===== config.mk =====
export PLATFORM = sky130hd
export DESIGN_NAME = zero_padding_stream
export DESIGN_NICKNAME = d
export VERILOG_FILES = /design/src/rtl/zero_padding_stream_pkg.sv /design/src/rtl/pad_index_counter.sv /design/src/rtl/zero_padding_stream.sv
export SDC_FILE = /design/constraint.sdc
export NUM_CORES = 1
export LEC_CHECK = 0
export CORE_UTILIZATION = 50
export DETAILED_ROUTE_END_ITERATION = 10
export PLACE_DENSITY = 0.82
export REMOVE_ABC_BUFFERS = 1
export SLEW_MARGIN = 30
export SYNTH_ARGS = -nofsm -noshare
export SYNTH_HDL_FRONTEND = slang
export SYNTH_SLANG_ARGS = --single-unit

===== constraint.sdc =====
create_clock -name clk -period 3.9 [get_ports clk]
set_clock_uncertainty 0.1 [all_clocks]
set_input_delay 0.78 -clock clk [delete_from_list [all_inputs] [get_ports clk]]
set_output_delay 0.78 -clock clk [all_outputs]
set_load 0.1 [all_outputs]

===== src/rtl/zero_padding_stream_pkg.sv =====
// Shared definitions for the streaming zero-padder: FSM states, default
// element width and elaboration-time helpers for the padded geometry.
package zero_padding_stream_pkg;

    // Default element width of the feature-map stream.
    localparam int DATA_LEN_DEFAULT = 16;

    typedef enum logic [1:0] {
        ST_IDLE  = 2'd0,
        ST_RUN   = 2'd1,
        ST_DRAIN = 2'd2
    } state_t;

    // Bits needed to hold 0..n-1, never fewer than one.
    function automatic int clog2_min1(input int n);
        int bits;
        bits = 1;
        while ((1 << bits) < n) bits++;
        return bits;
    endfunction

    // One padded dimension: n plus a border of width pad on each side.
    function automatic int pad_dim(input int n, input int pad);
        return n + 2 * pad;
    endfunction

    // Output beats in one padded frame.
    function automatic int pad_total(input int ch, input int h, input int w, input int pad);
        return ch * pad_dim(h, pad) * pad_dim(w, pad);
    endfunction

endpackage


===== src/rtl/pad_index_counter.sv =====
// Three-level (channel, row, column) position counter over the output map.
// Row/column limits follow the latched mode, so the same counter walks the
// padded map or the bare map. Reports whether the current position is an
// interior (input-backed) element and whether it is the final one.
module pad_index_counter
    import zero_padding_stream_pkg::*;
#(
    parameter int CH  = 32,
    parameter int H   = 3,
    parameter int W   = 4,
    parameter int PAD = 1,
    localparam int C_W = clog2_min1(CH),
    localparam int R_W = clog2_min1(pad_dim(H, PAD)),
    localparam int X_W = clog2_min1(pad_dim(W, PAD))
) (
    input  logic clk,
    input  logic rst_n,
    input  logic i_clear,
    input  logic i_adv,
    input  logic i_pad_mode,
    output logic o_interior,
    output logic o_last
);

    logic [C_W-1:0] r_c;
    logic [R_W-1:0] r_r;
    logic [X_W-1:0] r_x;

    logic [R_W-1:0] w_r_lo, w_r_hi, w_r_max;
    logic [X_W-1:0] w_x_lo, w_x_hi, w_x_max;
    logic           w_c_wrap, w_r_wrap, w_x_wrap;

    // Runtime bounds: interior window and wrap points for the latched mode.
    always_comb begin
        // NOTE: every signal gets a value on every path through a combinational
        // block; a path that leaves one unassigned infers a latch.
        w_r_lo  = '0;
        w_x_lo  = '0;
        w_r_hi  = R_W'(H - 1);
        w_x_hi  = X_W'(W - 1);
        w_r_max = R_W'(H - 1);
        w_x_max = X_W'(W - 1);
        if (i_pad_mode) begin
            w_r_lo  = R_W'(PAD);
            w_x_lo  = X_W'(PAD);
            w_r_hi  = R_W'(PAD + H - 1);
            w_x_hi  = X_W'(PAD + W - 1);
            w_r_max = R_W'(pad_dim(H, PAD) - 1);
            w_x_max = X_W'(pad_dim(W, PAD) - 1);
        end
    end

    assign w_x_wrap   = (r_x == w_x_max);
    assign w_r_wrap   = (r_r == w_r_max);
    assign w_c_wrap   = (r_c == C_W'(CH - 1));
    assign o_last     = w_c_wrap && w_r_wrap && w_x_wrap;
    assign o_interior = (r_r >= w_r_lo) && (r_r <= w_r_hi) &&
                        (r_x >= w_x_lo) && (r_x <= w_x_hi);

    // Column fastest, then row, then channel; cleared at frame start.
    always_ff @(posedge clk or negedge rst_n) begin
        // NOTE: state registers use non-blocking assignments so every flop
        // samples the pre-edge values regardless of statement order.
        if (!rst_n) begin
            r_c <= '0;
            r_r <= '0;
            r_x <= '0;
        end else if (i_clear) begin
            r_c <= '0;
            r_r <= '0;
            r_x <= '0;
        end else if (i_adv) begin
            if (w_x_wrap) begin
                r_x <= '0;
                if (w_r_wrap) begin
                    r_r <= '0;
                    r_c <= w_c_wrap ? '0 : r_c + 1'b1;
                end else begin
                    r_r <= r_r + 1'b1;
                end
            end else begin
                r_x <= r_x + 1'b1;
            end
        end
    end

endmodule


===== src/rtl/zero_padding_stream.sv =====
// Streaming zero-padder: consumes a CH x H x W map one element per beat and
// emits the CH x (H+2*PAD) x (W+2*PAD) map, generating border zeros itself.
// pad_en=0 at start turns the block into a plain pass-through for one frame.
module zero_padding_stream
    import zero_padding_stream_pkg::*;
#(
    parameter int DATA_LEN = DATA_LEN_DEFAULT,
    parameter int CH       = 32,
    parameter int H        = 3,
    parameter int W        = 4,
    parameter int PAD      = 1
) (
    input  logic                clk,
    input  logic                rst_n,
    input  logic                start,
    input  logic                pad_en,
    input  logic                s_valid,
    output logic                s_ready,
    input  logic [DATA_LEN-1:0] s_data,
    output logic                m_valid,
    input  logic                m_ready,
    output logic [DATA_LEN-1:0] m_data,
    output logic                m_last,
    output logic                busy,
    output logic                done
);

    state_t              r_state, w_next_state;
    logic                r_mode;
    logic                r_m_valid;
    logic [DATA_LEN-1:0] r_m_data;
    logic                r_m_last;
    logic                r_done;

    logic w_out_free, w_adv, w_out_hs, w_start_frame;
    logic w_interior, w_last_pos, w_s_ready;

    pad_index_counter #(
        .CH  (CH),
        .H   (H),
        .W   (W),
        .PAD (PAD)
    ) u_index (
        .clk        (clk),
        .rst_n      (rst_n),
        .i_clear    (w_start_frame),
        .i_adv      (w_adv),
        .i_pad_mode (r_mode),
        .o_interior (w_interior),
        .o_last     (w_last_pos)
    );

    assign w_out_free    = !r_m_valid || m_ready;
    assign w_out_hs      = r_m_valid && m_ready;
    assign w_start_frame = (r_state == ST_IDLE) && start;

    // Next state plus the load/accept strobes of the output register.
    always_comb begin
        w_next_state = r_state;
        w_s_ready    = 1'b0;
        w_adv        = 1'b0;
        case (r_state)
            ST_IDLE: begin
                if (start) w_next_state = ST_RUN;
            end
            ST_RUN: begin
                w_s_ready = w_interior && w_out_free;
                w_adv     = w_out_free && (!w_interior || s_valid);
                if (w_adv && w_last_pos) w_next_state = ST_DRAIN;
            end
            ST_DRAIN: begin
                if (w_out_hs) w_next_state = ST_IDLE;
            end
            default: w_next_state = ST_IDLE;
        endcase
    end

    // State register.
    always_ff @(posedge clk or negedge rst_n) begin
        if (!rst_n) r_state <= ST_IDLE;
        else        r_state <= w_next_state;
    end

    // Mode latch: only a start accepted from IDLE may change it.
    always_ff @(posedge clk or negedge rst_n) begin
        if (!rst_n)             r_mode <= 1'b1;
        else if (w_start_frame) r_mode <= pad_en;
    end

    // Single-stage output register: border zeros or the accepted input.
    always_ff @(posedge clk or negedge rst_n) begin
        if (!rst_n) begin
            r_m_valid <= 1'b0;
            r_m_data  <= '0;
            r_m_last  <= 1'b0;
        end else if (w_adv) begin
            r_m_valid <= 1'b1;
            r_m_data  <= w_interior ? s_data : '0;
            r_m_last  <= w_last_pos;
        end else if (m_ready) begin
            r_m_valid <= 1'b0;
            r_m_last  <= 1'b0;
        end
    end

    // Completion pulse, one cycle after the final element leaves.
    always_ff @(posedge clk or negedge rst_n) begin
        if (!rst_n) r_done <= 1'b0;
        else        r_done <= (r_state == ST_DRAIN) && w_out_hs;
    end

    assign s_ready = w_s_ready;
    assign m_valid = r_m_valid;
    assign m_data  = r_m_data;
    assign m_last  = r_m_last;
    assign busy    = (r_state != ST_IDLE);
    assign done    = r_done;

endmodule

==> flow_summary.yaml <==
run_status:
  status: "finished clean"
synthesis:
  synth.ff_latch_count: 33
  ys_top_cells_by_count: "32 x dfrtp_1, 16 x a22o_1, 12 x o21ai_0"
  syn_area_mm2: 0.00161
  synth_xor_area_share_pct: 0.543
  synth_compound_area_share_pct: 19.2
  synth_area_leaders: "dfrtp_1 50%, a22o_1 8.7%, ha_1 7.0%, o21ai_0 3.7%, a21oi_1 2.2%"
  synth_most_common_cell: "dfrtp_1"
  synth_top_family_by_area: "compound AO/OA/AOI/OAI gates"
  syn_avg_cell_area_um2: 11.0
  yosys.area.top_type: "dfrtp_1"
  yosys.area_share.simple_pct: 18.2
  synth_fa_ha_area_share_pct: 6.99
  muxShareOfSynthArea_pct: 1.24
  yosysSeqAreaShare_pct: 51.3
  async_flop_share_pct: 100
  ys.flop_type: "dfrtp_1"
  ys_types: 32
  yosysWarnings: 0
  synthCells: 147
  synth-edff-count: 0
  yosysTopAreaCellShare_pct: 49.7
route:
  ant_nets: 0
  viasPerCell: 5.65
  initialDrtViolationCount: 48
  drc_errors: 0
  wirelength_um: 3570
  drt-pass1-iter-count: 6
  drt-wirelength-per-cell_um: 15.1
  vias: 1333
timing:
  drv_slew: 0
  setup_ws_ps: 389
  tightest_slew_ps: 984
  setup_viol: 0
  relSlewSlack_pct: 34.2
  rsz0062_at_grt: "no"
  period_needed_ps: 3510
  hold_viol: 0
  fmax_mhz: 285
  period_share_pct: 90.0
global_routing:
  antenna_found_initial: 0
  use_met2_pct: 38.8
  met3_usage_pct: 7.25
  grt_overflow: 0
  grt_use_met1_pct: 30.7
  grt_max_degree: 34
  grt.busiest_layer: "met2"
  grt_usage_pct: 23.6
  grt_pass1_wl_um: 6130
  first_global_vias: 1393
power:
  power_density_mw_per_mm2: 895
  peakVddDrop_v: 0.000527
  leakage_nw: 0.959
cts:
  root_buffer: "clkbuf_4"
  htreeDepth: 2
  clk_pin_slew_ps: 100
  insertion_delay_ps: 340
  clock_path_buffers: 2
  cts-resized-gates: 0
  cts_buffers: 5
  postCtsHoldBufs: 0
  cts_tree: "yes"
  cts_setup_buffers: 0
  numClockSinks: 33
floorplanning:
  initial_core_util_pct: 52.8
  die_w_um: 58.8
  die_h_um: 58.8
  io_pins: 43
  die_area_mm2: 0.00345
  coreArea_mm2: 0.00305
  fp-row-count: 20
min_path:
  min_path_type: "reg -> reg"
cells_and_area:
  final_core_util_pct: 70.2
  nets: 223
  n_antenna_cell: 0
  area_growth_pct: 32.9
  drive_gt1_share_pct: 8.33
  fin_cells: 236
setup_path:
  cp-start-kind: "flip-flop"
  rrSetupSlack_ps: 1030
  worstPathMaxFanout: 6
  crit_arrival_ps: 2630
  end_kind: "output pin"
  path_class: "reg -> out"
  worstPathRequired_ps: 3020
placement:
  port-buffer-count: 42
  place_congestion: 0.928
  pre_cts_ws_ps: 795
  dp.cells: 229
  place_hpwl_um: 2540
flow_run:
  maxCapViolations: 0
==> cell usage in the layout, fill, tap and decap left out, types with 2 or more instances in the layout <==
| cell type | Yosys | routed |
|---|---|---|
| nand3_1 | 4 | 4 |
| nand2b_1 | 4 | 4 |
| clkbuf_4 | 0 | 5 |
| or3_1 | 2 | 2 |
| or4b_1 | 3 | 3 |
| o21ai_0 | 12 | 11 |
| mux2i_1 | 2 | 2 |
| nor3_1 | 3 | 3 |
| a22o_1 | 16 | 16 |
| clkdlybuf4s50_1 | 0 | 41 |
| ha_1 | 9 | 9 |
| nand3b_1 | 3 | 3 |
| inv_1 | 6 | 6 |
| nor2b_1 | 2 | 2 |
| nor2_1 | 9 | 8 |
| dfrtp_1 | 32 | 32 |
| or4_1 | 2 | 2 |
| buf_4 | 0 | 2 |
| a31oi_1 | 2 | 2 |
| a21oi_1 | 7 | 7 |
| and3_1 | 2 | 2 |
| nand4bb_1 | 2 | 2 |
| nand2_1 | 9 | 9 |
==> per-layer routing <==
layer	share of wire [%]	up-vias
met1	47	654
met3	5.3	2
li1	-	634
met5	0	-
met4	0.59	0
met2	47	43
==> registers in the layout, summed over array words and instances (netlist names) <==
signal / count
u_index.r_x: 3
r_state: 2
m_valid: 1
done: 1
m_last: 1
r_mode: 1
m_data: 16
u_index.r_r: 3
u_index.r_c: 5
==> critical path: stages, from the launching register on <==
cell and delay, ps:
dfstp_2 610, inv_1 90, ha_1 350, a21oi_1 150
a21oi_1 180, or3_1 440, nor3_1 150, buf_4 320
==> kinds of logic after synthesis <==
group	count (synthesis)
AO/OA/AOI/OAI	42
AND/OR/NAND/NOR	49
buffers and inverters	11
multiplexers	2
adder cells (fa/ha/maj)	9
flip-flops	33
XOR/XNOR	1
==> power breakdown <==
part           switching, mW  internal (mW)
sequential            0.0873          0.442
combinational          0.854          0.335
clock                  0.113         0.0850
==> through the flow <==
| step | hold WS, ps | setup TNS [ps] | power [mW] | cell area, µm² |
|---|---|---|---|---|
| after global routing | 416 | 0 | 2.03 | 2140 |
| after CTS | 390 | 0 | 1.91 | 2140 |
| after global placement | 362 | 0 | 1.66 | 2080 |
| after detailed placement | 376 | 0 | 1.71 | 2080 |
| after floorplan | 343 | -605 | 1.40 | 1590 |
| final | 387 | 0 | 1.92 | 2140 |
==> final cells by class <==
type	count	area, µm²
fill	256	911
timing repair buffer	43	425
clock buffer	7	55.1
tap	44	55.1
inverter	6	22.5
sequential	33	827
multi-input combinational	103	757
==> final timing paths <==
| kind | start | end | depth (start not counted) |
|---|---|---|---|
| min in group asynchronous | rst_n | u_index.r_x[2] | 2 |
| max reg2reg | r_mode | u_index.r_r[1] | 7 |
| max | r_mode | s_ready | 7 |
| min reg2reg | r_state[0] | done | 1 |
| min | r_state[0] | done | 1 |
| max in group asynchronous | rst_n | r_mode | 2 |
Note: power is estimated with default switching activity, not from simulation.
